**config.mk**
```make
export PLATFORM = sky130hd
export DESIGN_NAME = mem_arbiter_ctrl_flat
export DESIGN_NICKNAME = d
export VERILOG_FILES = /design/src/rtl/mem_arbiter_ctrl_pkg.sv /design/src/rtl/mem_arbiter_ctrl_if.sv /design/src/rtl/mem_arbiter_ctrl_pick.sv /design/src/rtl/mem_arbiter_ctrl.sv /design/src/flat_wrapper.sv
export SDC_FILE = /design/constraint.sdc
export NUM_CORES = 1
export LEC_CHECK = 0
export CAP_MARGIN = 20
export CORE_AREA = 2 2 104 106
export CTS_BUF_LIST = sky130_fd_sc_hd__clkbuf_8 sky130_fd_sc_hd__clkbuf_16
export CTS_CLUSTER_DIAMETER = 60
export DETAILED_ROUTE_END_ITERATION = 8
export DIE_AREA = 0 0 106 108
export HOLD_SLACK_MARGIN = 0.05
export PLACE_DENSITY = 0.81
export SLEW_MARGIN = 15
export SYNTH_ARGS = -nofsm -noshare
export SYNTH_HDL_FRONTEND = slang
export SYNTH_SLANG_ARGS = --single-unit
```
**constraint.sdc**
```tcl
create_clock -name CLK -period 3.2 [get_ports CLK]
set_clock_uncertainty 0.2 [all_clocks]
set_input_delay 0.48 -clock CLK [delete_from_list [all_inputs] [get_ports CLK]]
set_output_delay 0.48 -clock CLK [all_outputs]
set_load 0.05 [all_outputs]
```
**src/rtl/mem_arbiter_ctrl_pkg.sv**
```systemverilog
// Shared CPU memory-system types for the cache/RAM arbiter.
// Includes RAM handshake states, arbiter FSM states and request sources.
package cpu_types_pkg;

   typedef logic [31:0] word_t;

   typedef enum logic [1:0] {
      FREE   = 2'b00,
      BUSY   = 2'b01,
      ACCESS = 2'b10,
      ERROR  = 2'b11
   } ramstate_t;

   typedef enum logic [1:0] {
      IDLE   = 2'b00,
      IGRANT = 2'b01,
      DGRANT = 2'b10
   } arbstate_t;

   typedef enum logic {
      SRC_I = 1'b0,
      SRC_D = 1'b1
   } arbsrc_t;

endpackage

```
**src/rtl/mem_arbiter_ctrl_if.sv**
```systemverilog
// caches_if: icache/dcache request bundle plus the single-port RAM port.
// The slave modport is the arbiter; the master modport is the caches and RAM together.
interface caches_if
   import cpu_types_pkg::*;
#(
   parameter int ADDR_W = 32,
   parameter int DATA_W = 32
);
   logic              iREN;
   logic [ADDR_W-1:0] iaddr;
   logic              iwait;
   logic [DATA_W-1:0] iload;

   logic              dREN;
   logic              dWEN;
   logic [ADDR_W-1:0] daddr;
   logic [DATA_W-1:0] dstore;
   logic              dwait;
   logic [DATA_W-1:0] dload;

   logic              ramREN;
   logic              ramWEN;
   logic [ADDR_W-1:0] ramaddr;
   logic [DATA_W-1:0] ramstore;
   logic [DATA_W-1:0] ramload;
   ramstate_t         ramstate;

   modport slave (
      input  iREN, iaddr, dREN, dWEN, daddr, dstore, ramload, ramstate,
      output iwait, iload, dwait, dload, ramREN, ramWEN, ramaddr, ramstore
   );

   modport master (
      output iREN, iaddr, dREN, dWEN, daddr, dstore, ramload, ramstate,
      input  iwait, iload, dwait, dload, ramREN, ramWEN, ramaddr, ramstore
   );
endinterface

```
**src/rtl/mem_arbiter_ctrl_pick.sv**
```systemverilog
// mem_arb_pick: chooses which cache is granted next.
// Default is fixed dcache priority; with ARB_FAIR_EN ties alternate via a last_grant flop.
module mem_arb_pick
   import cpu_types_pkg::*;
(
`ifdef ARB_FAIR_EN
   input  logic    CLK,
   input  logic    nRST,
   input  logic    take,
`endif
   input  logic    i_req,
   input  logic    d_req,
   output logic    any,
   output arbsrc_t winner
);

`ifdef ARB_FAIR_EN
   arbsrc_t last_grant;

   always_ff @(posedge CLK or negedge nRST) begin
      if (!nRST)
         last_grant <= SRC_I;
      else if (take)
         last_grant <= winner;
   end

   always_comb begin
      any    = i_req | d_req;
      winner = d_req ? SRC_D : SRC_I;
      // On a tie, serve whichever source did not win last time.
      if (i_req && d_req)
         winner = (last_grant == SRC_I) ? SRC_D : SRC_I;
   end
`else
   always_comb begin
      any    = i_req | d_req;
      winner = d_req ? SRC_D : SRC_I;
   end
`endif

endmodule

```
**src/rtl/mem_arbiter_ctrl.sv**
```systemverilog
// mem_arbiter_ctrl: arbitrates icache and dcache requests onto one single-port RAM.
// Optional round-robin tie breaking is enabled by defining ARB_FAIR_EN.
module mem_arbiter_ctrl
   import cpu_types_pkg::*;
#(
   parameter int ADDR_W = 32,
   parameter int DATA_W = 32
)(
   input logic     CLK,
   input logic     nRST,
   caches_if.slave cif
);

   arbstate_t         state;
   logic              lat_write;
   logic              ram_ren;
   logic              ram_wen;
   logic [ADDR_W-1:0] ram_addr;
   logic [DATA_W-1:0] ram_store;

   logic    i_req, d_req, any;
   arbsrc_t winner;
   logic    i_done, d_done;

   assign i_req = cif.iREN;
   assign d_req = cif.dREN | cif.dWEN;

   mem_arb_pick u_pick (
`ifdef ARB_FAIR_EN
      .CLK    (CLK),
      .nRST   (nRST),
      .take   (state == IDLE && any),
`endif
      .i_req  (i_req),
      .d_req  (d_req),
      .any    (any),
      .winner (winner)
   );

   always_ff @(posedge CLK or negedge nRST) begin
      if (!nRST) begin
         state     <= IDLE;
         lat_write <= 1'b0;
         ram_ren   <= 1'b0;
         ram_wen   <= 1'b0;
         ram_addr  <= '0;
         ram_store <= '0;
      end else begin
         case (state)
            IDLE: begin
               if (any && winner == SRC_D) begin
                  state     <= DGRANT;
                  lat_write <= cif.dWEN;
                  ram_ren   <= ~cif.dWEN;
                  ram_wen   <= cif.dWEN;
                  ram_addr  <= cif.daddr;
                  ram_store <= cif.dstore;
               end else if (any) begin
                  state     <= IGRANT;
                  lat_write <= 1'b0;
                  ram_ren   <= 1'b1;
                  ram_wen   <= 1'b0;
                  ram_addr  <= cif.iaddr;
                  ram_store <= '0;
               end
            end
            // Completion and requester abort both return to IDLE with enables dropped.
            IGRANT: begin
               if (!i_req || cif.ramstate == ACCESS) begin
                  state   <= IDLE;
                  ram_ren <= 1'b0;
                  ram_wen <= 1'b0;
               end
            end
            DGRANT: begin
               if (!d_req || cif.ramstate == ACCESS) begin
                  state   <= IDLE;
                  ram_ren <= 1'b0;
                  ram_wen <= 1'b0;
               end
            end
            default: begin
               state   <= IDLE;
               ram_ren <= 1'b0;
               ram_wen <= 1'b0;
            end
         endcase
      end
   end

   assign i_done = (state == IGRANT) && i_req && (cif.ramstate == ACCESS);
   assign d_done = (state == DGRANT) && d_req && (cif.ramstate == ACCESS);

   assign cif.iwait    = ~i_done;
   assign cif.iload    = i_done ? cif.ramload : '0;
   assign cif.dwait    = ~d_done;
   assign cif.dload    = (d_done && !lat_write) ? cif.ramload : '0;
   assign cif.ramREN   = ram_ren;
   assign cif.ramWEN   = ram_wen;
   assign cif.ramaddr  = ram_addr;
   assign cif.ramstore = ram_store;

endmodule

```
**src/flat_wrapper.sv**
```systemverilog
// flat-port wrapper written by rule: the top's interface ports become plain ports
module mem_arbiter_ctrl_flat import cpu_types_pkg::*;
#(
   parameter int ADDR_W = 32,
   parameter int DATA_W = 32
)
  (CLK, nRST, cif_iREN, cif_iaddr, cif_dREN, cif_dWEN, cif_daddr, cif_dstore, cif_ramload, cif_ramstate, cif_iwait, cif_iload, cif_dwait, cif_dload, cif_ramREN, cif_ramWEN, cif_ramaddr, cif_ramstore);
  caches_if #(.ADDR_W(ADDR_W), .DATA_W(DATA_W)) cif_i ();
  input logic CLK;
  input logic nRST;
  input wire logic [$bits(cif_i.iREN)-1:0] cif_iREN;
  input wire logic [$bits(cif_i.iaddr)-1:0] cif_iaddr;
  input wire logic [$bits(cif_i.dREN)-1:0] cif_dREN;
  input wire logic [$bits(cif_i.dWEN)-1:0] cif_dWEN;
  input wire logic [$bits(cif_i.daddr)-1:0] cif_daddr;
  input wire logic [$bits(cif_i.dstore)-1:0] cif_dstore;
  input wire logic [$bits(cif_i.ramload)-1:0] cif_ramload;
  input wire logic [$bits(cif_i.ramstate)-1:0] cif_ramstate;
  output wire logic [$bits(cif_i.iwait)-1:0] cif_iwait;
  output wire logic [$bits(cif_i.iload)-1:0] cif_iload;
  output wire logic [$bits(cif_i.dwait)-1:0] cif_dwait;
  output wire logic [$bits(cif_i.dload)-1:0] cif_dload;
  output wire logic [$bits(cif_i.ramREN)-1:0] cif_ramREN;
  output wire logic [$bits(cif_i.ramWEN)-1:0] cif_ramWEN;
  output wire logic [$bits(cif_i.ramaddr)-1:0] cif_ramaddr;
  output wire logic [$bits(cif_i.ramstore)-1:0] cif_ramstore;
  assign cif_i.iREN = cif_iREN;
  assign cif_i.iaddr = cif_iaddr;
  assign cif_i.dREN = cif_dREN;
  assign cif_i.dWEN = cif_dWEN;
  assign cif_i.daddr = cif_daddr;
  assign cif_i.dstore = cif_dstore;
  assign cif_i.ramload = cif_ramload;
  assign cif_i.ramstate = cif_ramstate;
  assign cif_iwait = cif_i.iwait;
  assign cif_iload = cif_i.iload;
  assign cif_dwait = cif_i.dwait;
  assign cif_dload = cif_i.dload;
  assign cif_ramREN = cif_i.ramREN;
  assign cif_ramWEN = cif_i.ramWEN;
  assign cif_ramaddr = cif_i.ramaddr;
  assign cif_ramstore = cif_i.ramstore;
  mem_arbiter_ctrl #(.ADDR_W(ADDR_W), .DATA_W(DATA_W)) u_core (.CLK(CLK), .nRST(nRST), .cif(cif_i));
endmodule
```
==> flow_metrics.env, run 1 <==
export IMPL_ys_ff_latch=69
export IMPL_clk_latency_ps=330
export IMPL_timing_critical_path_required_ps=2520
export IMPL_synth_main_ff_cell="dfrtp_1"
export IMPL_layout_drive_gt1_share=0.282
export IMPL_holdCritPathClass="in -> async"
export IMPL_criticalPathCategory="in -> out"
export IMPL_vdd_ir_drop_max_uv=273
export IMPL_synth_edff_count=0
export IMPL_timing_critical_path_to_type="output port"
export IMPL_mappedNetlistNets=409
export IMPL_pwr_density_cell_mw_per_mm2=493
export IMPL_tritoncts_num_buffers=9
export IMPL_post_route_drc_count=0
export IMPL_fp_dieH_um=108
export IMPL_post_synth_top_area_cell="dfrtp_1"
export IMPL_post_cts_hold_buffer_count=0
export IMPL_clock_root_buffer="clkbuf_8"
export IMPL_clkSlewWorstSetupHoldPaths_ps=70
export IMPL_drt_total_wl_um=11900
export IMPL_worst_pin_slew_ps=845
export IMPL_first_global_vias=3532
export IMPL_dr_wl_met3_um=1410
export IMPL_layout_worst_path_cycle_share=0.879
export IMPL_async_reset_ff_frac=1.00
export IMPL_maxUsedRoutingLayer="met4"
export IMPL_top_library_cells_by_usage_in_the_layout_fill_and_taps_aside="199 x clkdlybuf4s50_1, 69 x dfrtp_1, 66 x and2_1, 65 x buf_12, 59 x mux2_2"
export IMPL_top_level_ports=267
export IMPL_route_vias_total=3214
export IMPL_cp_arrival_ps=2130
export IMPL_slew_headroom=0.437
export IMPL_met1Wirelength_um=4080
export IMPL_synthesis_area_per_instance_um2=12.6
export IMPL_p_leak_uw=0.00290
export IMPL_dpl_hpwl_um=9520
export IMPL_avg_vias_per_cell=4.73
export IMPL_final_setup_worst_slack_ps=389
export IMPL_cts_tree="built"
export IMPL_final_max_tran_viols=0
export IMPL_period_needed_ps=2810
export IMPL_core_area_mm2=0.0102
export IMPL_initial_core_util=0.337
export IMPL_design_final_nets=674
export IMPL_max_clock_freq_mhz=356
export IMPL_core_rowCount=37
export IMPL_h_tree_depth=3
export IMPL_timing_hold_ws_ps=148
export IMPL_timing_max_cap_violations=0
export IMPL_rsz0062_at_grt="no"
export IMPL_post_cts_repair_setup_buffers=0
export IMPL_timing_critical_path_from_type="input pin"
export IMPL_pre_cts_slack_ps=388
export IMPL_yosysSeqAreaShare=0.501
export IMPL_antenna_cells=0
export IMPL_finalInstanceArea_mm2=0.00706
export IMPL_dr_pass1_iters=4
export IMPL_place_gp_congestion=0.841
export IMPL_area_growth_pct=105
export IMPL_antenna_violations_before_repair=0
export IMPL_fp_dieW_um=106
export IMPL_timing_setup_tns_ps=0
export IMPL_grt_overflow=0
export IMPL_wl_per_cell_um=17.6
export IMPL_outcome="complete, no violations"
export IMPL_timing_hold_violations_final=0
export IMPL_clock_sink_count=69
export IMPL_grt_pass1_wl_um=18300
export IMPL_track_usage=0.205
export IMPL_cp_max_fo=33
export IMPL_grt_max_degree=70
export IMPL_post_synth_inst_count=274
export IMPL_num_fill_cells=724
export IMPL_yosysUniqueCellTypes=27
export IMPL_yosysTopAreaCellShare=0.501
export IMPL_met2WireLength_um=6220
export IMPL_placed_cell_area_mm2=0.00686
export IMPL_cts_resized=0
export IMPL_ys_warnings_count=0
export IMPL_timing_final_setup_violations=0
export IMPL_synth_top_cells_by_area="dfrtp_1 50%, mux2_2 19%, and2_1 12%"
export IMPL_final_common_cell="clkdlybuf4s50_1"
export IMPL_detail_route_antenna_nets=0
export IMPL_mappedNetlistArea_mm2=0.00345
export IMPL_area_of_the_die_mm2=0.0114
export IMPL_first_iteration_detailed_routing_drc_count=94
export IMPL_max_clock_path_buffers=2
export IMPL_io_buffers=266
worst max-delay path, cell delays in order:
cell and delay [ps]:
clkdlybuf4s50_1 600, nor2b_1 220, and3_1 180, buf_4 270, and2_1 230, buf_12 150
stage by stage:
step | instances | power [uW] | util
after floorplan | 274 | 2110 | -
after global placement | 664 | 2760 | 0.670
after detailed placement | 664 | 2800 | 0.670
after CTS | 679 | 3520 | 0.690
after global routing | 679 | 3620 | 0.690
final | 679 | 3480 | 0.690
synth_stat cells (all sizes together), types with 2 or more instances:
cell    count
nor3        2
a22o       33
dfrtp      69
nor2b       2
o31ai       2
nor2        2
o21ai       4
and2       66
nand2       2
mux2       64
buf        10
clkbuf      8
report_power, final:
group	switching (uW)	total [uW]	internal, uW
registers	102	1150	1050
logic	953	1620	669
clock network	323	702	380
per-layer routing:
metal	GRT usage	vias up
met3	0.0898	18
li1	-	1499
met2	0.376	184
met4	0.0808	0
met5	0	-
met1	0.206	1513
path summary, 6_finish.rpt:
check / from / slack, ps / end / cells past startpoint
worst max register to register: u_core.state[0] / 1350 / u_core.cif.ramaddr[6] / 4
min in group CLK: u_core.cif.ramaddr[15] / 300 / u_core.cif.ramaddr[15] / 1
worst min register to register: u_core.cif.ramaddr[15] / 300 / u_core.cif.ramaddr[15] / 1
max in group asynchronous: nRST / 2100 / u_core.lat_write / 2
worst min-delay path: nRST / 150 / u_core.cif.ramstore[12] / 2
worst max-delay path: cif_iREN / 390 / cif_iload[4] / 6
cell type report:
cell class | count | area, um^2 | share of cell area
Timing Repair Buffer | 272 | 3350 | 0.475
Clock inverter | 5 | 60.1 | 0.00851
Tap cell | 136 | 170 | 0.0241
Sequential cell | 69 | 1730 | 0.245
Inverter | 1 | 3.75 | 0.000532
Clock buffer | 10 | 138 | 0.0195
Multi-Input combinational cell | 186 | 1610 | 0.228
kinds of logic after synthesis:
logic type	Yosys count	share of synthesized area
AO/OA/AOI/OAI	42	0.105
buffers and inverters	19	0.0352
flip-flops	69	0.501
multiplexers	64	0.209
AND/OR/NAND/NOR	80	0.151
flip-flops by register name (all words and copies together), names as in the netlist:
signal,flops
u_core.cif.ramaddr,32
u_core.cif.ramstore,32
u_core.state,2
u_core.cif.ramREN,1
u_core.cif.ramWEN,1
u_core.lat_write,1
Note: power is estimated with default switching activity, not from simulation.
==> run 2, diff against run 1 <==
--- a/config.mk
+++ b/config.mk
@@ -8,3 +8,5 @@
 export CAP_MARGIN = 20
-export CORE_AREA = 2 2 104 106
+export CORE_ASPECT_RATIO = 1.75
+export CORE_MARGIN = 8
+export CORE_UTILIZATION = 36
 export CTS_BUF_LIST = sky130_fd_sc_hd__clkbuf_8 sky130_fd_sc_hd__clkbuf_16
@@ -12,5 +14,4 @@
 export DETAILED_ROUTE_END_ITERATION = 8
-export DIE_AREA = 0 0 106 108
 export HOLD_SLACK_MARGIN = 0.05
-export PLACE_DENSITY = 0.81
+export PLACE_DENSITY = 0.86
 export SLEW_MARGIN = 15
--- a/constraint.sdc
+++ b/constraint.sdc
@@ -4,2 +4,2 @@
 set_output_delay 0.48 -clock CLK [all_outputs]
-set_load 0.05 [all_outputs]
+set_load 0.005 [all_outputs]
==> run 2 against run 1 <==
  * Utilization grew 1.1 points
  * Sequential share of layout area grew 1.7 points
  * Total power shrank 8.9%
  * Clock power grew 51%
  * Critical path type unchanged
  * Worst hold slack gained 150 ps
  * Sequential power is essentially flat
  * Flip-flop and latch count is the same
  * Non-clock buffer count grew 5
  * Final area shrank 6.5%
==> flow_metrics.env, run 2 (synthesized netlist as in run 1, its figures left out) <==
export IMPL_critical_path_most_common_cell="clkdlybuf4s50_1"
export IMPL_timing_hold_ws_ps=300
export IMPL_grt_max_degree=38
export IMPL_grt_pass1_wl_um=20100
export IMPL_post_route_drc_count=0
export IMPL_cp_arrival_ps=2260
export IMPL_pwr_density_cell_mw_per_mm2=480
export IMPL_drt_total_wl_um=13100
export IMPL_cp_cell_sequence="clkdlybuf4s50_1 > nor2b_1 > and3_1 > buf_12 > and2_1 > clkdlybuf4s50_1"
export IMPL_timing_max_cap_violations=0
export IMPL_max_clock_path_buffers=2
export IMPL_dpl_hpwl_um=10800
export IMPL_instances_no_fill=670
export IMPL_path_buf_inv=3
export IMPL_period_needed_ps=2940
export IMPL_timing_final_setup_violations=0
export IMPL_totalPowerFinal_uw=3170
export IMPL_cpLargestDelayFamily="buffers and inverters"
export IMPL_initial_core_util=0.366
export IMPL_pre_cts_slack_ps=252
export IMPL_criticalPathCategory="in -> out"
export IMPL_timing_hold_violations_final=0
export IMPL_r2r_setup_slack_ps=1350
export IMPL_timing_critical_path_from_type="input pin"
export IMPL_worst_r2r_startpoint="u_core.state[0]"
export IMPL_timing_setup_tns_ps=0
export IMPL_layout_drive_gt1_share=0.164
export IMPL_worst_pin_slew_ps=766
export IMPL_design_final_nets=679
export IMPL_outcome="complete, no violations"
export IMPL_place_gp_congestion=0.863
export IMPL_io_buffers=266
export IMPL_timing_critical_path_depth=6
export IMPL_timing_critical_path_required_ps=2520
export IMPL_fp_dieH_um=145
export IMPL_worst_setup_path_startpoint="cif_ramstate[1]"
export IMPL_cts_tree="built"
export IMPL_clk_latency_ps=320
export IMPL_final_common_cell="clkdlybuf4s50_1"
export IMPL_holdCritPathClass="reg -> reg"
export IMPL_crit_path_max_incr_delay_ps=520
export IMPL_clkSlewWorstSetupHoldPaths_ps=50
export IMPL_top_level_ports=267
export IMPL_rsz0062_at_grt="no"
export IMPL_tritoncts_num_buffers=9
export IMPL_final_max_tran_viols=0
export IMPL_p_leak_uw=0.00269
export IMPL_top_library_cells_by_usage_in_the_layout_fill_and_taps_aside="265 x clkdlybuf4s50_1, 69 x dfrtp_1, 66 x and2_1, 59 x mux2_2, 33 x a22o_1"
export IMPL_track_usage=0.195
export IMPL_area_of_the_die_mm2=0.0131
export IMPL_cp_max_fo=33
export IMPL_core_rowCount=47
export IMPL_slew_headroom=0.489
export IMPL_route_vias_total=3275
export IMPL_first_global_vias=3759
export IMPL_vdd_ir_drop_max_uv=301
export IMPL_detail_route_antenna_nets=0
export IMPL_crit_reg2reg_capture="u_core.cif.ramaddr[20]"
export IMPL_wl_per_cell_um=19.5
export IMPL_timing_critical_path_to_type="output port"
export IMPL_core_area_mm2=0.00941
export IMPL_max_clock_freq_mhz=340
export IMPL_antenna_violations_before_repair=0
export IMPL_fp_dieW_um=90.0
export IMPL_h_tree_depth=3
export IMPL_timing_hold_worst_endpoint="u_core.cif.ramstore[20]"
export IMPL_min_delay_start="u_core.cif.ramstore[20]"
export IMPL_dr_pass1_iters=4
export IMPL_area_growth_pct=91.3
export IMPL_antenna_cells=0
export IMPL_avg_vias_per_cell=4.89
export IMPL_clock_root_buffer="clkbuf_16"
export IMPL_critical_path_slowest_cell="clkdlybuf4s50_1"
export IMPL_final_setup_worst_slack_ps=258
export IMPL_clock_sink_count=69
export IMPL_cts_resized=0
export IMPL_layout_worst_path_cycle_share=0.919
export IMPL_first_iteration_detailed_routing_drc_count=63
export IMPL_grt_overflow=0
export IMPL_worst_r2r_cell_count=4
export IMPL_post_place_cells=654
export IMPL_whs_path_depth=1
-- run 2: metal layers --
metal,track usage,vias to the layer above,wire length [um],share of wire
met1,0.174,1538,4290,0.33
met4,0.112,0,575,0.044
met2,0.354,187,6960,0.53
met5,0,-,0,0
met3,0.0847,32,1260,0.096
li1,-,1518,-,-
-- run 2: where the power goes --
part	leakage, uW	switching [uW]	internal (uW)
registers	0.000837	101	1050
logic	0.00169	304	649
clock network	0.000163	344	718
total	0.00269	749	2420
-- run 2: area by class of cell --
type	instances	area, um^2
fillers	658	2810
inverters	1	3.75
repair buffers	277	2780
flip-flops and latches	69	1730
clock buffers	11	253
well taps	122	153
clock inverters	4	72.6
multi-input cells	186	1610
-- run 2: worst max-delay path by stage --
stage | slack (ps) | endpoint
after floorplan | 1270 | cif_dload[10]
after detailed placement | 250 | cif_iload[9]
final | 260 | cif_iload[9]
after CTS | 250 | cif_iload[9]
after global placement | 280 | cif_dload[10]
after global routing | 130 | cif_iload[26]
-- run 2: metrics by stage --
step | instance area (um^2) | util
after floorplan | 3450 | -
after global placement | 6260 | 0.665
after detailed placement | 6260 | 0.665
after CTS | 6600 | 0.701
after global routing | 6600 | 0.701
final | 6600 | 0.701
-- run 2: worst reg2reg max path: stages, from the launching register on --
cell and delay (ps):
dfrtp_1 550, nor2_2 120, o31ai_4 80, buf_4 400, mux2_2 390
-- run 2: timing repair --
action | CTS | global route
endpoints found under the hold margin | 32 | 0
hold buffers | 1 | 0
buffers inserted | 0 | 0
endpoints found under the setup margin | 0 | 0
==> run 3, diff against run 2 <==
--- a/config.mk
+++ b/config.mk
@@ -16,3 +16,3 @@
 export PLACE_DENSITY = 0.86
-export SLEW_MARGIN = 15
+export SLEW_MARGIN = 10
 export SYNTH_ARGS = -nofsm -noshare
--- a/constraint.sdc
+++ b/constraint.sdc
@@ -4,2 +4,2 @@
 set_output_delay 0.48 -clock CLK [all_outputs]
-set_load 0.005 [all_outputs]
+set_load 0.02 [all_outputs]
==> run 3 against run 2 <==
  * Utilization shrank 0.61 points
  * Cell count is the same
  * Sequential power is essentially flat
  * Critical path depth is the same
  * Flip-flop and latch count is the same
  * Die area is the same
  * Routed wire length shrank 1.7%
  * Via count shrank 0.89%
  * Worst hold slack lost 1.5 ps
  * Critical path type unchanged
==> flow_metrics.env, run 3 (synthesized netlist as in run 1, its figures left out) <==
export IMPL_dpl_hpwl_um=10600
export IMPL_period_needed_ps=3060
export IMPL_fp_dieW_um=90.0
export IMPL_max_clock_path_buffers=2
export IMPL_outcome="complete, no violations"
export IMPL_worst_r2r_cell_count=4
export IMPL_track_usage=0.194
export IMPL_internal_power_uw=2240
export IMPL_holdCritPathClass="reg -> reg"
export IMPL_swShare=0.300
export IMPL_clock_sink_count=69
export IMPL_antenna_violations_before_repair=0
export IMPL_wl_per_cell_um=19.2
export IMPL_final_common_cell="clkdlybuf4s50_1"
export IMPL_route_vias_total=3246
export IMPL_critical_path_slowest_cell="clkdlybuf4s50_1"
export IMPL_sequentialPowerShare=0.360
export IMPL_layout_core_utilization=0.695
export IMPL_crit_reg2reg_capture="u_core.cif.ramaddr[26]"
export IMPL_cp_arrival_ps=2380
export IMPL_io_buffers=266
export IMPL_min_delay_start="u_core.cif.ramstore[20]"
export IMPL_timing_hold_violations_final=0
export IMPL_cts_tree="built"
export IMPL_first_iteration_detailed_routing_drc_count=136
export IMPL_critical_path_most_common_cell="clkdlybuf4s50_1"
export IMPL_place_gp_congestion=0.873
export IMPL_core_area_mm2=0.00941
export IMPL_h_tree_depth=3
export IMPL_clk_latency_ps=320
export IMPL_timing_critical_path_to_type="output port"
export IMPL_grt_max_degree=39
export IMPL_antenna_cells=0
export IMPL_first_global_vias=3731
export IMPL_timing_final_setup_violations=0
export IMPL_post_route_drc_count=0
export IMPL_worst_pin_slew_ps=752
export IMPL_detail_route_antenna_nets=0
export IMPL_total_switching_power_uw=960
export IMPL_grt_pass1_wl_um=20000
export IMPL_timing_setup_tns_ps=0
export IMPL_fp_dieH_um=145
export IMPL_clkSlewWorstSetupHoldPaths_ps=50
export IMPL_cp_cell_sequence="clkdlybuf4s50_1 > nor2b_1 > and3_1 > buf_12 > and2_1 > clkdlybuf4s50_1"
export IMPL_avg_vias_per_cell=4.84
export IMPL_pwr_density_cell_mw_per_mm2=489
export IMPL_layout_worst_path_cycle_share=0.955
export IMPL_layout_drive_gt1_share=0.164
export IMPL_grt_overflow=0
export IMPL_rsz0062_at_grt="no"
export IMPL_design_final_nets=679
export IMPL_core_rowCount=47
export IMPL_worst_setup_path_startpoint="cif_ramstate[1]"
export IMPL_power_frac_comb=0.365
export IMPL_crit_path_max_incr_delay_ps=630
export IMPL_vdd_ir_drop_max_uv=268
export IMPL_dr_pass1_iters=4
export IMPL_timing_critical_path_required_ps=2520
export IMPL_cpLargestDelayFamily="buffers and inverters"
export IMPL_max_clock_freq_mhz=327
export IMPL_post_cts_repair_setup_buffers=0
export IMPL_initial_core_util=0.366
export IMPL_worst_r2r_startpoint="u_core.state[0]"
export IMPL_p_leak_uw=0.00266
export IMPL_criticalPathCategory="in -> out"
export IMPL_tritoncts_num_buffers=9
export IMPL_path_buf_inv=3
export IMPL_r2r_setup_slack_ps=1330
export IMPL_drt_total_wl_um=12900
export IMPL_clock_root_buffer="clkbuf_16"
export IMPL_timing_critical_path_from_type="input pin"
export IMPL_timing_max_cap_violations=0
export IMPL_clockPowerShare=0.275
export IMPL_timing_critical_path_depth=6
export IMPL_crit_path_end="cif_iload[5]"
export IMPL_top_library_cells_by_usage_in_the_layout_fill_and_taps_aside="265 x clkdlybuf4s50_1, 69 x dfrtp_1, 66 x and2_1, 59 x mux2_2, 33 x a22o_1"
export IMPL_slew_headroom=0.499
export IMPL_area_of_the_die_mm2=0.0131
export IMPL_top_level_ports=267
export IMPL_cp_max_fo=33
export IMPL_area_growth_pct=89.6
export IMPL_final_max_tran_viols=0
run 3: changes by cell type in the layout (fill, tap and decap cells not counted):
cell	delta
bufinv_16	-2
clkinv_2	+2
clkinvlp_4	+2
clkbuf_8	-1
clkinv_4	-1
run 3: repair_timing:
action                                 4_1_cts  5_1_grt
hold buffers                                 1        0
resized for setup                            0        0
endpoints found under the hold margin       32        0
run 3: power groups by stage:
stage | Clock [uW] | Sequential, uW | Combinational, uW
floorplan | 0 | 1380 | 300
global route | 945 | 1170 | 1230
global placement | 0 | 1150 | 1160
detailed placement | 0 | 1170 | 1180
finish | 879 | 1150 | 1170
CTS | 899 | 1150 | 1190
run 3: final cells by class:
cell class,count,area [um^2]
clock buffer,10,239
clock inverter,5,28.8
fill,698,2870
inverter,1,3.75
multi-input combinational,186,1610
sequential,69,1730
tap,122,153
timing repair buffer,277,2780
run 3: worst min-delay path by stage:
| stage | endpoint | cells after the start | slack, ps |
|---|---|---|---|
| after CTS | u_core.cif.ramaddr[8] | 1 | 300 |
| after global routing | u_core.cif.ramaddr[30] | 1 | 320 |
| final | u_core.cif.ramstore[20] | 1 | 300 |
| after floorplan | u_core.cif.ramREN | 0 | -20 |
| after detailed placement | u_core.cif.ramstore[20] | 1 | 290 |
| after global placement | u_core.cif.ramaddr[21] | 1 | 290 |
run 3: layer usage:
| metal | up-vias | track usage | part of all wire |
|---|---|---|---|
| li1 | 1510 | - | - |
| met1 | 1538 | 0.171 | 0.32 |
| met2 | 175 | 0.360 | 0.55 |
| met3 | 23 | 0.0935 | 0.10 |
| met4 | 0 | 0.0813 | 0.028 |
| met5 | - | 0 | 0 |
run 3: per-stage QoR:
stage | setup slack (ps) | cell area (um^2) | hold slack [ps] | total power (uW) | instances
2_1_floorplan | 1170 | 3450 | -15.6 | 1680 | 274
3_3_place_gp | 173 | 6260 | 287 | 2320 | 654
3_5_place_dp | 149 | 6260 | 291 | 2350 | 654
4_1_cts | 144 | 6540 | 305 | 3240 | 670
5_1_grt | 28.7 | 6540 | 319 | 3350 | 670
6_report | 142 | 6540 | 298 | 3200 | 670
